File: src/rtl/notch_sweep_ctrl.sv
// Purpose: sequences a frequency sweep over a shared notch engine: loads per-point
// Latency: coefficients, discards settling samples, averages |result| and reports per point.
// Backpressure: cfg/smp requests hold until their ready; only one sample is ever outstanding.
//
// Ports:
//   clk, rst            sole clock, synchronous active-high reset
//   start, abort        begin sweep (IDLE only) / terminate sweep (any busy state)
//   busy, done          sweep in progress / one-cycle completion pulse
//   cfg_valid/idx/ready coefficient-load request for point cfg_idx
//   smp_valid/ready     stimulus-sample request
//   res_valid/data      engine response, one per accepted sample (two's complement)
//   pt_valid/idx/mag    per-point averaged magnitude (unsigned)
//   min_mag/min_idx     smallest reported magnitude and its point; present only when
//                       NOTCH_SWEEP_MIN_EN is defined
module notch_sweep_ctrl #(
    parameter  int DW       = 16,
    parameter  int NPTS     = 16,
    parameter  int SETTLE   = 8,
    parameter  int AVG_LOG2 = 2,
    localparam int IW       = $clog2(NPTS)
) (
    input  logic          clk,
    input  logic          rst,
    input  logic          start,
    input  logic          abort,
    output logic          busy,
    output logic          done,
    output logic          cfg_valid,
    output logic [IW-1:0] cfg_idx,
    input  logic          cfg_ready,
    output logic          smp_valid,
    input  logic          smp_ready,
    input  logic          res_valid,
    input  logic [DW-1:0] res_data,
    output logic          pt_valid,
    output logic [IW-1:0] pt_idx,
    output logic [DW-1:0] pt_mag
`ifdef NOTCH_SWEEP_MIN_EN
    ,
    output logic [DW-1:0] min_mag,
    output logic [IW-1:0] min_idx
`endif
);

    typedef enum logic [2:0] {
        S_IDLE, S_LOAD, S_SETTLE, S_MEAS, S_REPORT, S_DONE
    } state_t;

    localparam int            AW          = DW + AVG_LOG2;
    localparam logic [7:0]    SETTLE_LAST = 8'(SETTLE - 1);
    localparam logic [7:0]    AVG_LAST    = 8'((1 << AVG_LOG2) - 1);
    localparam logic [IW-1:0] K_LAST      = IW'(NPTS - 1);

    state_t        state_q, state_d;
    logic [IW-1:0] k_q, k_d;
    logic [7:0]    cnt_q, cnt_d;
    logic [AW-1:0] acc_q, acc_d;
    logic          pend_q, pend_d;
    logic [IW-1:0] pt_idx_q, pt_idx_d;
    logic [DW-1:0] pt_mag_q, pt_mag_d;
    logic          busy_q, done_q, cfg_valid_q, smp_valid_q, pt_valid_q;

    logic          rsp;
    logic [DW-1:0] res_abs;

    // Unsigned magnitude in DW bits: the most negative value maps to 2^(DW-1) exactly.
    assign res_abs = res_data[DW-1] ? (~res_data + 1'b1) : res_data;
    // Responses with nothing pending (including any arriving in IDLE) are dropped here.
    assign rsp     = res_valid && pend_q;

    always_comb begin
        state_d  = state_q;
        k_d      = k_q;
        cnt_d    = cnt_q;
        acc_d    = acc_q;
        pt_idx_d = pt_idx_q;
        pt_mag_d = pt_mag_q;
        // smp_valid is only raised with nothing pending, so set and clear never coincide.
        pend_d   = pend_q ? !res_valid : (smp_valid_q && smp_ready);

        case (state_q)
            S_IDLE: begin
                if (start && !abort) begin
                    k_d     = '0;
                    state_d = S_LOAD;
                end
            end
            S_LOAD: begin
                if (cfg_valid_q && cfg_ready) begin
                    cnt_d   = '0;
                    acc_d   = '0;
                    state_d = (SETTLE == 0) ? S_MEAS : S_SETTLE;
                end
            end
            S_SETTLE: begin
                if (rsp) begin
                    if (cnt_q == SETTLE_LAST) begin
                        cnt_d   = '0;
                        acc_d   = '0;
                        state_d = S_MEAS;
                    end else begin
                        cnt_d = cnt_q + 8'd1;
                    end
                end
            end
            S_MEAS: begin
                if (rsp) begin
                    acc_d = acc_q + AW'(res_abs);
                    if (cnt_q == AVG_LAST) begin
                        state_d  = S_REPORT;
                        pt_idx_d = k_q;
                        pt_mag_d = DW'(acc_d >> AVG_LOG2);
                    end else begin
                        cnt_d = cnt_q + 8'd1;
                    end
                end
            end
            S_REPORT: begin
                if (k_q == K_LAST) begin
                    state_d = S_DONE;
                end else begin
                    k_d     = k_q + 1'b1;
                    state_d = S_LOAD;
                end
            end
            S_DONE:  state_d = S_IDLE;
            default: state_d = S_IDLE;
        endcase

        // Abort wins over everything in a busy state; the point being measured is not reported.
        if (state_q != S_IDLE && abort) begin
            state_d  = S_IDLE;
            pend_d   = 1'b0;
            pt_idx_d = pt_idx_q;
            pt_mag_d = pt_mag_q;
        end
    end

    // Outputs are registered from the next state so they line up with state_q.
    always_ff @(posedge clk) begin
        if (rst) begin
            state_q     <= S_IDLE;
            k_q         <= '0;
            cnt_q       <= '0;
            acc_q       <= '0;
            pend_q      <= 1'b0;
            pt_idx_q    <= '0;
            pt_mag_q    <= '0;
            busy_q      <= 1'b0;
            done_q      <= 1'b0;
            cfg_valid_q <= 1'b0;
            smp_valid_q <= 1'b0;
            pt_valid_q  <= 1'b0;
        end else begin
            state_q     <= state_d;
            k_q         <= k_d;
            cnt_q       <= cnt_d;
            acc_q       <= acc_d;
            pend_q      <= pend_d;
            pt_idx_q    <= pt_idx_d;
            pt_mag_q    <= pt_mag_d;
            busy_q      <= (state_d != S_IDLE);
            done_q      <= (state_d == S_DONE);
            cfg_valid_q <= (state_d == S_LOAD);
            smp_valid_q <= (state_d == S_SETTLE || state_d == S_MEAS) && !pend_d;
            pt_valid_q  <= (state_d == S_REPORT);
        end
    end

    assign busy      = busy_q;
    assign done      = done_q;
    assign cfg_valid = cfg_valid_q;
    assign cfg_idx   = k_q;
    assign smp_valid = smp_valid_q;
    assign pt_valid  = pt_valid_q;
    assign pt_idx    = pt_idx_q;
    assign pt_mag    = pt_mag_q;

`ifdef NOTCH_SWEEP_MIN_EN
    logic [DW-1:0] min_mag_q;
    logic [IW-1:0] min_idx_q;

    // pt_valid_q is high exactly while in REPORT; strict compare keeps the first minimum.
    always_ff @(posedge clk) begin
        if (rst || (state_q == S_IDLE && start && !abort)) begin
            min_mag_q <= '1;
            min_idx_q <= '0;
        end else if (pt_valid_q && (pt_mag_q < min_mag_q)) begin
            min_mag_q <= pt_mag_q;
            min_idx_q <= pt_idx_q;
        end
    end

    assign min_mag = min_mag_q;
    assign min_idx = min_idx_q;
`endif

endmodule

File: config.mk
export PLATFORM = sky130hd
export DESIGN_NAME = notch_sweep_ctrl
export DESIGN_NICKNAME = d
export VERILOG_FILES = /design/src/rtl/notch_sweep_ctrl.sv
export SDC_FILE = /design/constraint.sdc
export NUM_CORES = 1
export LEC_CHECK = 0
export BUFFER_PORTS_ARGS = -buffer_cell sky130_fd_sc_hd__buf_2
export CORE_MARGIN = 2
export CORE_UTILIZATION = 62
export DETAILED_ROUTE_END_ITERATION = 6
export PLACE_DENSITY = 0.86
export SETUP_SLACK_MARGIN = 0.05
export SYNTH_ARGS = -nofsm -noshare
export SYNTH_HDL_FRONTEND = slang
export SYNTH_SLANG_ARGS = --single-unit
export TNS_END_PERCENT = 1
File: constraint.sdc
create_clock -name clk -period 10.8 [get_ports clk]
set_input_delay 2.16 -clock clk [delete_from_list [all_inputs] [get_ports clk]]
set_output_delay 2.16 -clock clk [all_outputs]
set_load 0.01 [all_outputs]
==> results.json <==
{
  "run_status": "finished, final reports clean",
  "p_sw_mw": 0.122,
  "initial_utilization_pct": 64.1,
  "swShare_pct": 25.4,
  "die_y_um": 79.5,
  "setup_ws_ns": 5.80,
  "diodes": 0,
  "cp.required_ns": 10.99,
  "rows": 27,
  "vdd.ir_drop.worst_mv": 0.0873,
  "drive_gt1_share_pct": 14.5,
  "die_x_um": 79.5,
  "slew_viol_final": 0,
  "ctsResizeCount": 0,
  "slew_headroom_pct": 40.8,
  "vias": 3537,
  "antenna_found_initial": 0,
  "crit_fanout": 6,
  "setup_tns_ns": 0,
  "fin_crit_ns": 5.00,
  "grt_max_degree": 49,
  "ant_nets": 0,
  "drc_errors": 0,
  "start_kind": "input port",
  "core_sq_mm": 0.00551,
  "cts_hold_buffers": 0,
  "htreeDepth": 3,
  "tritoncts": "built",
  "synth_edf_count": 0,
  "max_freq_mhz": 200,
  "cts_made_buffers": 9,
  "dieArea_sq_mm": 0.00631,
  "drt-vias-per-instance": 6.24,
  "worst_slew_pin_slew_ns": 0.888,
  "synth_largest_area_cell": "dfxtp_1",
  "powerDensity_mw_per_mm2": 119,
  "syn_inst": 442,
  "max_cap_viol_count": 0,
  "ys_warn_count": 0,
  "overflow": 0,
  "cp-end-kind": "flip-flop",
  "io_pins": 52,
  "clkTransAtPathRegs_ns": 0.07,
  "track_usage_pct": 29.4,
  "dp_hpwl_mm": 6.23,
  "setup_viol": 0,
  "hold_class": "flip-flop to flip-flop",
  "gp_congestion": 0.946,
  "io_buffers": 51,
  "postCtsSetupRepairBufs": 0,
  "clock_latency_ns": 0.35,
  "rsz0062_at_grt": "no",
  "synth_area_leaders": "dfxtp_1 (33%), ha_1 (6.7%), nand2_1 (6.3%)",
  "yosysSeqAreaShare_pct": 33.5,
  "nets": 534,
  "syn_to_final_growth_pct": 13.7,
  "synth-seq-cells": 59,
  "cts_root_buffer": "clkbuf_8",
  "routed_wl_mm": 8.84,
  "post_drt_wl_per_cell_um": 15.6,
  "first_global_vias": 3242,
  "ys_types": 56,
  "clockPowerShare_pct": 42.6,
  "hold_viol": 0,
  "critPathKind": "input port to flip-flop",
  "clk_path_buf_depth": 2,
  "syn-cell-area_sq_mm": 0.00353,
  "fin_crit_sh_pct": 46.3,
  "cp_data_arrival_time_ns": 5.19,
  "p_leak_nw": 1.68,
  "avgSynthCellArea_sq_um": 7.99,
  "fin_skew_ns": 0.00794,
  "syn_nets": 485,
  "async_flop_share_pct": 0,
  "intPower_mw": 0.357,
  "first_pass_iters": 5,
  "hold_ws_ns": 0.456,
  "grt_pass1_wl_mm": 14.6,
  "synth_top_flop_cell": "dfxtp_1",
  "synth_top_area_share_pct": 33.5,
  "detail_route.iter0.violations": 330,
  "p_seq_share_pct": 46.1,
  "pre_cts_slack_ns": 5.51,
  "pwr-share-comb_pct": 11.4,
  "cts_sinks": 59
}
## power by group through the flow
| stage | Sequential (mW) | Combinational (mW) | Clock (mW) |
|---|---|---|---|
| after floorplan | 0.225 | 0.0377 | 0 |
| after global placement | 0.225 | 0.0517 | 0 |
| after detailed placement | 0.225 | 0.0529 | 0 |
| after CTS | 0.220 | 0.0536 | 0.205 |
| after global routing | 0.220 | 0.0601 | 0.214 |
| final | 0.220 | 0.0543 | 0.204 |
## metrics by stage
step	area [sq um]	power (mW)	util (%)	instances
floorplan	3530	0.262	-	442
global placement	3820	0.277	69.4	552
detailed placement	3820	0.278	69.4	552
CTS	4020	0.479	72.9	567
global route	4020	0.495	72.9	567
finish	4020	0.478	72.9	567
## registers in the layout (all words and copies together), names as in the netlist
signal / count
cfg_valid: 1
state_q: 3
pt_valid: 1
done: 1
smp_valid: 1
cfg_idx: 4
cnt_q: 8
pt_mag: 16
acc_q: 18
pend_q: 1
pt_idx: 4
busy: 1
## path summary, 6_finish.rpt
check | start | to | slack [ns] | cells after the start
hold / removal | pt_mag[12]$_SDFFE_PP0P_ | pt_mag[12]$_SDFFE_PP0P_ | 0.46 | 2
hold reg to reg | pt_mag[12]$_SDFFE_PP0P_ | pt_mag[12]$_SDFFE_PP0P_ | 0.46 | 2
setup / recovery | res_data[7] | acc_q[16]$_SDFFE_PP0P_ | 5.80 | 12
setup reg to reg | acc_q[6]$_SDFFE_PP0P_ | acc_q[15]$_SDFFE_PP0P_ | 8.37 | 7
## per-layer routing
layer	wire length [um]	global-route usage (%)	part of all wire (%)
met5	0	0	0
met1	3770	34.1	43
met3	525	7.01	5.9
met4	286	15.0	3.2
met2	4260	50.3	48
## cells in the mapped netlist (10+ instances only)
cell type / count
inv_1: 13
nand2_1: 59
nand3_1: 13
xnor2_1: 19
a21oi_1: 40
o21ai_0: 19
nor3_1: 19
nor2_1: 35
ha_1: 19
dfxtp_1: 59
clkbuf_1: 10
## layout make-up
type	instances	area, sq um
repair buffers	53	270
flip-flops and latches	59	1180
clock inverters	2	35.0
well taps	72	90.1
multi-input cells	355	2230
clock buffers	13	159
fillers	432	1490
inverters	13	48.8
## cells in the final DEF, fill, tap and decap left out, drive strengths merged, types with 4 or more instances in the layout
cell	n
ha	19
nand2	59
clkbuf	13
a21o	6
nand4	8
nor2b	7
xor2	8
buf	53
a21oi	40
mux2i	5
dfxtp	59
a211oi	8
nand3	13
o31ai	6
inv	13
o21ai	20
a22oi	8
a22o	6
o211ai	6
nor3	20
nor4	4
a31oi	5
and2	6
xnor2	19
nor2	35
nand3b	8
## kinds of logic (layout without fill, tap and decap cells)
kind of cell | Yosys count | count (layout) | synth area share (%)
simple gates | 178 | 178 | 24.8
compound gates | 124 | 124 | 22.7
flops | 59 | 59 | 33.5
buf+inv | 28 | 81 | 3.33
xor+xnor | 27 | 27 | 6.70
fa+ha+maj | 21 | 21 | 7.58
mux | 5 | 5 | 1.42
## worst max-delay path: stages
cell     delay, ns
buf_2         0.11
or4_1         0.55
or4_1         0.55
o31ai_1       0.26
xnor2_1       0.10
ha_1          0.36
a21oi_1       0.14
o21ai_0       0.27
nor2_1        0.07
a21oi_1       0.28
mux2i_1       0.24
a21oi_1       0.09
Power figures use the tool's default switching activity.
